### config.mk
export PLATFORM = sky130hd
export DESIGN_NAME = matrix_sender
export DESIGN_NICKNAME = d
export VERILOG_FILES = /design/src/rtl/matrix_sender.sv
export SDC_FILE = /design/constraint.sdc
export NUM_CORES = 1
export LEC_CHECK = 0
export ABC_AREA = 1
export ABC_CLOCK_PERIOD_IN_PS = 4100
export CAP_MARGIN = 20
export CORE_ASPECT_RATIO = 1.25
export CORE_MARGIN = 2
export CORE_UTILIZATION = 44
export CTS_BUF_LIST = sky130_fd_sc_hd__clkbuf_16
export DETAILED_ROUTE_END_ITERATION = 16
export PLACE_DENSITY_LB_ADDON = 0.1
export SLEW_MARGIN = 20
export SYNTH_ARGS = -nofsm -noshare
export SYNTH_HDL_FRONTEND = slang
export SYNTH_SLANG_ARGS = --single-unit
### constraint.sdc
create_clock -name clk -period 4.1 [get_ports clk]
set_input_delay 0.82 -clock clk [delete_from_list [all_inputs] [get_ports clk]]
set_output_delay 0.82 -clock clk [all_outputs]
set_load 0.05 [all_outputs]
### src/rtl/matrix_sender.sv
// matrix_sender: turns one command (signed element, bare newline or mode
// banner) into an ASCII byte stream and feeds a byte-wide UART TX one byte
// at a time, pulsing done after the last byte has left the transmitter.
// Build option: define SENDER_CRLF_EN for CR LF line endings, otherwise LF.
// BUF_DEPTH must be at least 13 (sign + 10 digits + CR LF).
module matrix_sender #(
    parameter int BUF_DEPTH = 16,
    parameter int DATA_W    = 32
) (
    input  logic              clk,
    input  logic              rst_n,
    input  logic              start,
    input  logic              str,
    input  logic [2:0]        str_id,
    input  logic [DATA_W-1:0] data,
    input  logic              is_last_col,
    input  logic              newline_only,
    output logic              ready,
    output logic              done,
    output logic [7:0]        tx_data,
    output logic              tx_start,
    input  logic              tx_busy
);

    localparam int PTR_W = $clog2(BUF_DEPTH);

`ifdef SENDER_CRLF_EN
    localparam int         NL_LEN   = 2;
    localparam logic [7:0] NL_FIRST = 8'h0D;
`else
    localparam int         NL_LEN   = 1;
    localparam logic [7:0] NL_FIRST = 8'h0A;
`endif

    typedef enum logic [2:0] {
        S_IDLE,
        S_BUILD,
        S_CONV,
        S_EMIT,
        S_WAIT_RISE,
        S_WAIT_FALL,
        S_FINISH
    } state_t;

    // Decimal weights for the digit loop, 10^0 .. 10^9.
    function automatic logic [DATA_W:0] pow10(input logic [3:0] idx);
        logic [63:0] p;
        case (idx)
            4'd0:    p = 64'd1;
            4'd1:    p = 64'd10;
            4'd2:    p = 64'd100;
            4'd3:    p = 64'd1000;
            4'd4:    p = 64'd10000;
            4'd5:    p = 64'd100000;
            4'd6:    p = 64'd1000000;
            4'd7:    p = 64'd10000000;
            4'd8:    p = 64'd100000000;
            4'd9:    p = 64'd1000000000;
            default: p = 64'd1;
        endcase
        return p[DATA_W:0];
    endfunction

    // Character count of each banner, terminator excluded.
    function automatic int banner_len(input logic [2:0] id);
        case (id)
            3'd0:    return 10;
            3'd1:    return 8;
            3'd2:    return 9;
            3'd3:    return 9;
            default: return 3;
        endcase
    endfunction

    // Byte idx of the banner for id, including the line terminator.
    function automatic logic [7:0] banner_byte(input logic [2:0] id, input int idx);
        logic [79:0] s;
        int          len;
        len = banner_len(id);
        case (id)
            3'd0:    s = "MODE-INPUT";
            3'd1:    s = {16'h0, "MODE-GEN"};
            3'd2:    s = {8'h0, "MODE-CALC"};
            3'd3:    s = {8'h0, "MODE-SHOW"};
            default: s = {56'h0, "ERR"};
        endcase
        if (idx < len)
            return s[8*(len-1-idx) +: 8];
        else if (idx == len)
            return NL_FIRST;
        else if (NL_LEN == 2 && idx == len + 1)
            return 8'h0A;
        else
            return 8'h00;
    endfunction

    state_t             state, state_next;
    logic [7:0]         byte_buf [BUF_DEPTH];
    logic [PTR_W-1:0]   wr_ptr, rd_ptr;
    logic [PTR_W-1:0]   rd_ptr_p1, wr_ptr_p1, wr_ptr_p2;
    logic [DATA_W-1:0]  data_q;
    logic               last_q;
    logic [DATA_W:0]    mag;
    logic [DATA_W:0]    data_ext;
    logic [3:0]         pidx;
    logic [3:0]         cnt;
    logic               started;
    logic               sub_ok;
    logic               digit_emit;

    assign rd_ptr_p1 = rd_ptr + 1'b1;
    assign wr_ptr_p1 = wr_ptr + 1'b1;
    assign wr_ptr_p2 = wr_ptr + 2'd2;
    assign data_ext  = {data_q[DATA_W-1], data_q};

    // Another subtraction fits at the current power of ten.
    assign sub_ok = (mag >= pow10(pidx));
    // Leading zeros are dropped, but the units digit always goes out.
    assign digit_emit = (cnt != 4'd0) || started || (pidx == 4'd0);

    // State register.
    always_ff @(posedge clk or negedge rst_n) begin
        if (!rst_n) state <= S_IDLE;
        else        state <= state_next;
    end

    // Next-state logic and state-decoded outputs.
    always_comb begin
        state_next = state;
        ready      = 1'b0;
        done       = 1'b0;
        case (state)
            S_IDLE: begin
                ready = 1'b1;
                if (str)                        state_next = S_EMIT;
                else if (start && newline_only) state_next = S_EMIT;
                else if (start)                 state_next = S_BUILD;
            end
            S_BUILD:     state_next = S_CONV;
            S_CONV:      if (!sub_ok && pidx == 4'd0) state_next = S_EMIT;
            S_EMIT:      if (!tx_busy) state_next = S_WAIT_RISE;
            S_WAIT_RISE: if (tx_busy) state_next = S_WAIT_FALL;
            S_WAIT_FALL: begin
                if (!tx_busy)
                    state_next = (rd_ptr_p1 < wr_ptr) ? S_EMIT : S_FINISH;
            end
            S_FINISH: begin
                done       = 1'b1;
                state_next = S_IDLE;
            end
            default:     state_next = S_IDLE;
        endcase
    end

    // Byte buffer, digit conversion and TX drive.
    always_ff @(posedge clk or negedge rst_n) begin
        if (!rst_n) begin
            for (int i = 0; i < BUF_DEPTH; i++) byte_buf[i] <= 8'h00;
            wr_ptr   <= '0;
            rd_ptr   <= '0;
            data_q   <= '0;
            last_q   <= 1'b0;
            mag      <= '0;
            pidx     <= 4'd0;
            cnt      <= 4'd0;
            started  <= 1'b0;
            tx_data  <= 8'h00;
            tx_start <= 1'b0;
        end else begin
            tx_start <= 1'b0;
            case (state)
                S_IDLE: begin
                    rd_ptr <= '0;
                    if (str) begin
                        for (int i = 0; i < BUF_DEPTH; i++)
                            byte_buf[i] <= banner_byte(str_id, i);
                        wr_ptr <= PTR_W'(banner_len(str_id) + NL_LEN);
                    end else if (start && newline_only) begin
                        byte_buf[0] <= NL_FIRST;
                        if (NL_LEN == 2) byte_buf[1] <= 8'h0A;
                        wr_ptr <= PTR_W'(NL_LEN);
                    end else if (start) begin
                        data_q <= data;
                        last_q <= is_last_col;
                    end
                end
                S_BUILD: begin
                    // Negation in DATA_W+1 bits keeps the most negative value exact.
                    if (data_q[DATA_W-1]) begin
                        byte_buf[0] <= 8'h2D;
                        wr_ptr      <= PTR_W'(1);
                        mag         <= ~data_ext + 1'b1;
                    end else begin
                        wr_ptr      <= '0;
                        mag         <= data_ext;
                    end
                    pidx    <= 4'd9;
                    cnt     <= 4'd0;
                    started <= 1'b0;
                end
                S_CONV: begin
                    if (sub_ok) begin
                        mag <= mag - pow10(pidx);
                        cnt <= cnt + 1'b1;
                    end else begin
                        cnt <= 4'd0;
                        if (digit_emit) begin
                            byte_buf[wr_ptr] <= {4'h3, cnt};
                            started          <= 1'b1;
                        end
                        if (pidx != 4'd0) begin
                            pidx <= pidx - 1'b1;
                            if (digit_emit) wr_ptr <= wr_ptr_p1;
                        end else begin
                            // Units digit sits at wr_ptr; separator follows it.
                            if (last_q) begin
                                byte_buf[wr_ptr_p1] <= NL_FIRST;
                                if (NL_LEN == 2) byte_buf[wr_ptr_p2] <= 8'h0A;
                                wr_ptr <= wr_ptr + PTR_W'(NL_LEN + 1);
                            end else begin
                                byte_buf[wr_ptr_p1] <= 8'h20;
                                wr_ptr <= wr_ptr_p2;
                            end
                        end
                    end
                end
                S_EMIT: begin
                    if (!tx_busy) begin
                        tx_data  <= byte_buf[rd_ptr];
                        tx_start <= 1'b1;
                    end
                end
                S_WAIT_FALL: begin
                    if (!tx_busy) rd_ptr <= rd_ptr_p1;
                end
                S_FINISH: begin
                    rd_ptr <= '0;
                    wr_ptr <= '0;
                end
                default: ;
            endcase
        end
    end

endmodule
== Word level (Yosys, flattened, before mapping) ==
Memory sizes are Yosys's and may differ from the RTL's.
Index checks and enable logic that the tools add are counted.
Cells by class
  add/subtract/negate cells: 24
  $mul: 0
  divide/modulo/power cells: 0
  magnitude comparators: 23
  equal/unequal tests: 37
  shifts and indexed selects: 16
  multiplexer cells: 93
  bitwise logic cells: 13
  reduce and logical (&&, ||, !) cells: 30
Operators by type and width (number)
  indexed part select 80 x 32 -> 8 bit: 16
  2-to-1 mux 128 bit: 6
  case mux 79 bit (4 select lines): 1
  == test 5 x 32 -> 1 bit, first input constant: 8
  < comparator 5 x 32 -> 1 bit, first input constant: 8
  case mux 120 bit (2 select lines): 1
  subtractor 29 x 5 -> 29 bit, second input constant: 8
  2-to-1 mux 8 bit: 23
  2-to-1 mux 80 bit: 2
  2-to-1 mux 33 bit: 4
  bitwise mux 128 bit: 1
  == test 4 x 32 -> 1 bit, first input constant: 4
  < comparator 4 x 32 -> 1 bit, first input constant: 4
  2-to-1 mux 120 bit: 1
  subtractor 29 x 4 -> 29 bit, second input constant: 4
  bitwise AND 112 bit: 1
  NOT 112 bit: 1
  2-to-1 mux 4 bit: 25
  bitwise AND 96 bit: 1
  NOT 96 bit: 1
  case mux 33 bit (2 select lines): 1
  demux 8 bit (select 4 bit): 2
  == test 3 x 32 -> 1 bit, first input constant: 2
  < comparator 3 x 32 -> 1 bit, first input constant: 2
  other kinds (49): 109
Word-level totals
  register bits after elaboration: 223
  bits in latches: 0
  memory bits (writable): 0
  bits in read-only memories: 960
  bits of input ports: 42
  memories kept: 2
Memories
  (name not given): words 16, width 30, rd ports 1, clocked after memory_dff 0, wr ports 0, RTL line 48  | case (idx)
  (name not given): words 16, width 30, rd ports 1, clocked after memory_dff 0, wr ports 0, RTL line 48

== Longest topological paths before layout ==
  depth in word-level cells: 14
  gate-level depth with buffers: 23

== Least setup slack after synthesis ==
OpenSTA, ideal clock, no wires.
  kind: in2reg
  start: input str_id[1]
  end: register byte_buf[56] in the netlist's numbering
  setup time: 0.130 ns
  arrival time: 2.936 ns
  slack: 1.034 ns
  stages on the path: 17
  path buffers: 2
  cells stage by stage: clkbuf_1 nor2_1 inv_1 nand2_1 inv_1 ha_1 ha_1 buf_2 clkinv_1 nor3_1 inv_1 o211ai_1 nand2_1 nand2_1 nand2_1 nand2_1 o21ai_0
Between the ends
  longest elaborated chain between the ends: 11
  elaborated cells on any way between the ends: 18
  those cells by class: 2 x add/sub; 1 x order compare; 3 x eq/ne; 1 x shift; 9 x mux; 2 x reduce/logical
RTL lines
  from (decl): RTL line 14  | input logic [2:0] str_id,
  == test 3 x 2 -> 1 bit: RTL line 66, 80
  OR reduction 2 bit (no line)
  case mux 4 bit (3 select lines): RTL line 66  | case (id)
  2-to-1 mux 32 bit
  2-to-1 mux 32 bit: RTL line 171  | case (state)
  subtractor 29 x 2 -> 29 bit: RTL line 88  | return s[8*(len-1-idx) +: 8];
  subtractor 29 x 5 -> 29 bit: RTL line 88
  indexed part select 80 x 32 -> 8 bit: RTL line 88
  2-to-1 mux 8 bit *: RTL line 87  | if (idx < len)
  2-to-1 mux 120 bit *: RTL line 174  | if (str) begin
  case mux 120 bit (2 select lines) *: RTL line 171
  to (signal, indexed assignment): RTL line 176  | byte_buf[i] <= banner_byte(str_id, i);
  to (signal, indexed assignment): RTL line 208  | byte_buf[wr_ptr] <= {4'h3, cnt};
  to (decl): RTL line 98  | logic [7:0] byte_buf [BUF_DEPTH];
Mark *: on every way between the ends. The rest lies on a longest branch, timed or not. The select of a mux whose other input is x is not followed.
A chain may end at the register's enable or synchronous reset.

== Final worst setup path ==
  start: register pidx[0]
  end: register byte_buf[30] in the netlist's numbering
Between the ends
  longest elaborated chain between the ends: 10
  elaborated cells on any way between the ends: 16
  those cells by class: 1 x order compare; 1 x eq/ne; 7 x mux; 2 x bitwise; 4 x reduce/logical; 1 x memory
RTL lines
  from (decl): RTL line 105  | logic [3:0] pidx;
  from (signal assigned): RTL line 212  | pidx <= pidx - 1'b1;
  branches (longest 10 deep; another with greater-or-equal comparator 33 bit)
Several ways; the timed one is not identified. The select of a mux whose other input is x is not followed.

==> summary.txt <==
Outcome
  – Status: finished, final reports clean

Clock network
  – CTS Hold Bufs: 0
  – Post-CTS Resized: 0
  – CTS tree: built
  – Htree depth: 1
  – Total CTS buffers: 27
  – Clock root buffer: clkbuf_16
  – Num Clock Sinks: 223
  – Clock slew at reported path FFs: 0.06 ns
  – Clock latency on the worst-skew pair: 0.57 ns
  – Clock buffer depth: 3
  – Setup bufs post-CTS: 0

Synth
  – Synth Flop Type: dfrtp_1
  – Synthesized cell area: 16400 µm²
  – Yosys warnings: 0
  – Post-synth top cells: nand2_1 (718), o21ai_0 (327), inv_1 (265)
  – Synth top area share: 34.0%
  – Post-synth EDFFs: 0
  – Synth area leaders: dfrtp_1 (34%), nand2_1 (16%), o21ai_0 (10%), inv_1 (6.1%), a21oi_1 (5.2%)
  – Seq/Total Area, Yosys: 34.0%
  – Ys async rst share: 100%
  – Synth area leader: dfrtp_1
  – Yosys reg bits: 223
  – Cells after synthesis: 2499
  – Average size of a mapped cell: 6.57 µm²
  – Post-synthesis cell type count: 60
  – Top-count cell post-synth: nand2_1
  – Post-synth net total: 2599

Detailed routing
  – Routed length per instance: 20.6 µm
  – Initial DRT Pass Iterations: 8
  – DRC: 0
  – Vias: 17285
  – Drt first-iter violations: 1401
  – Routed vias/inst: 5.69
  – DRT antenna net count: 0
  – WL final: 62.7 mm

Critical path
  – Crit Path Max Fanout: 36
  – Crit. End Element: flip-flop
  – Crit path required time: 4.52 ns
  – Critical-path cell list: inv_1 > ha_1 > nand2_1 > inv_1 > o21ai_0 > a21boi_0 > ha_1 > nand2_2 > inv_2 > a21oi_2 > nand3_2 > nand2_1 > nand3_2 > nand2_2 > nand2_4 > inv_2 > nand2_2 > nand2_4 > buf_6 > a21boi_0
  – Slowest stage delay, CP: 0.46 ns
  – CP Launch Type: flip-flop
  – CP Buf/Inv Count: 5
  – Worst setup path class: reg -> reg
  – CP max-delay cell: dfrtp_1
  – Worst Path Arrival: 4.12 ns
  – Most used cell, CP: nand2_2
  – Top delay family on crit path: simple AND/OR/NAND/NOR gates

Global routing
  – First-pass GRT wire length: 96.0 mm
  – Gr ovfl total: 0
  – Vias in the first global route: 16620
  – Tot GR Track Use: 32.3%
  – Largest net degree at the start of global routing: 100
  – Antenna violations before repair: 0

Cells and area
  – Nets@finish: 2632
  – Share of layout cells above drive strength 1: 6.23%
  – Ant. Diodes: 0
  – Fillers: 3829
  – Layout area overhead: 12.8%
  – Post-layout instance area: 18500 µm²

Floorplanning
  – Die Span Y: 220 µm
  – # rows: 79
  – IO Count: 53
  – Initial Util: 44.4%
  – Core area: 37000 µm²
  – Die area: 38900 µm²
  – Die Wd: 177 µm

STA
  – Post-layout min period: 3.69 ns
  – Setup violations, final: 0
  – Slew headroom: 36.4%
  – Final Max Slew Viols: 0
  – Setup TNS Final: 0 ns
  – Setup Skew: 0.0124 ns
  – Final Hold Vio Count: 0
  – Final period util: 90.1%
  – Max Freq: 271 MHz
  – Least-Margin Pin Slew: 0.950 ns
  – RSZ-0062 raised after global routing: false

Power
  – Pwr dens: 909 nW/µm²
  – Max VDD drop: 0.383 mV
  – Static leakage power: 8.71 nW

Flow run
  – # Max-Cap Violations: 0

Placed design
  – Dpl cell area: 17600 µm²
  – Dpl hpwl: 46.2 mm
  – Buffers on Ports: 52
  – Gpl congestion: 0.961

Worst hold path
  – Hold/Removal Path Class: in -> async
[logic make-up after synthesis]
group / Yosys count / synth area share (%)
AOI/OAI and AO/OA: 656 / 22.1
xor gates and xnor gates: 12 / 0.686
adders and majority gates: 58 / 4.47
buffers and inverters: 384 / 9.29
DFF: 223 / 34.0
muxes: 3 / 0.206
and+or+nand+nor: 1163 / 29.2
[placed cells by master, fill, tap and decap left out, drive strengths merged, types with 2 or more instances in the layout]
cell and instances:
a22oi 10, a21oi 178, o211ai 39, or2 6, clkinvlp 2, o22ai 12, dfrtp 223, a21boi 11
nor3 26, xor2 7, a211oi 3, a311oi 5, nand4 22, inv 277, nand3 129, and2 2
o31ai 8, o2111ai 2, bufinv 7, o21ai 343, mux2 3, clkbuf 27, o21bai 6, clkdlybuf4s50 51
xnor2 5, o311ai 2, nand3b 3, clkinv 17, a31oi 23, ha 57, nor4 3, nor2 242
a31o 3, nand2 729, buf 55, o21a 4
[registers in the layout, indices dropped and copies added, names as in the netlist]
signal	cells
byte_buf	128
cnt	4
data_q	32
last_q	1
mag	33
pidx	4
rd_ptr	4
started	1
state	3
tx_data	8
tx_start	1
wr_ptr	4
[per-layer routing]
layer	up-vias	wire length (µm)	GRT usage, %
met1	8127	23700	36.4
met4	0	4770	21.9
li1	8306	-	-
met3	185	3440	3.93
met2	667	30700	57.0
met5	-	0	0
[where the power goes]
| part | internal, mW | switching [mW] |
|---|---|---|
| combinational | 3.14 | 7.39 |
| sequential | 2.98 | 0.645 |
| clock | 1.63 | 1.05 |
| total | 7.75 | 9.08 |
[stage by stage]
step	std cells	utilization, %	setup slack [ns]	hold slack (ns)	total power [mW]
2_1_floorplan	2499	-	1.03	0.436	10.6
3_3_place_gp	2989	47.5	0.352	0.456	14.0
3_5_place_dp	2989	47.5	0.327	0.466	14.0
4_1_cts	3037	50.1	0.301	0.309	16.8
5_1_grt	3037	50.1	0.0738	0.327	18.2
6_report	3037	50.1	0.407	0.239	16.8
[final timing paths]
path | end | slack (ns) | from | cells after the start
max | byte_buf[30] | 0.41 | pidx[0] | 20
min reg2reg | byte_buf[94] | 0.47 | byte_buf[94] | 2
max in group asynchronous | rd_ptr[1] | 2.88 | rst_n | 2
min | data_q[22] | 0.24 | rst_n | 1
min in group clk | byte_buf[94] | 0.47 | byte_buf[94] | 2
max reg2reg | byte_buf[30] | 0.41 | pidx[0] | 20
[worst reg2reg max path, delay by kind of cell (launching register included)]
kind | cells | cell delay, ns
adder cells (fa/ha/maj) | 2 | 0.62
AO/OA/AOI/OAI | 4 | 0.79
buffers and inverters | 5 | 0.63
flip-flops | 1 | 0.46
AND/OR/NAND/NOR | 9 | 1.05
[layout make-up]
type / instances / area [µm²] / area share, %
clock buffer: 27 / 676 / 3.65
clock inverter: 21 / 277 / 1.49
inverter: 282 / 1060 / 5.72
multi-input combinational: 1892 / 9310 / 50.3
sequential: 223 / 5580 / 30.2
tap: 486 / 608 / 3.28
timing repair buffer: 106 / 997 / 5.39
Power figures use the tool's default switching activity.
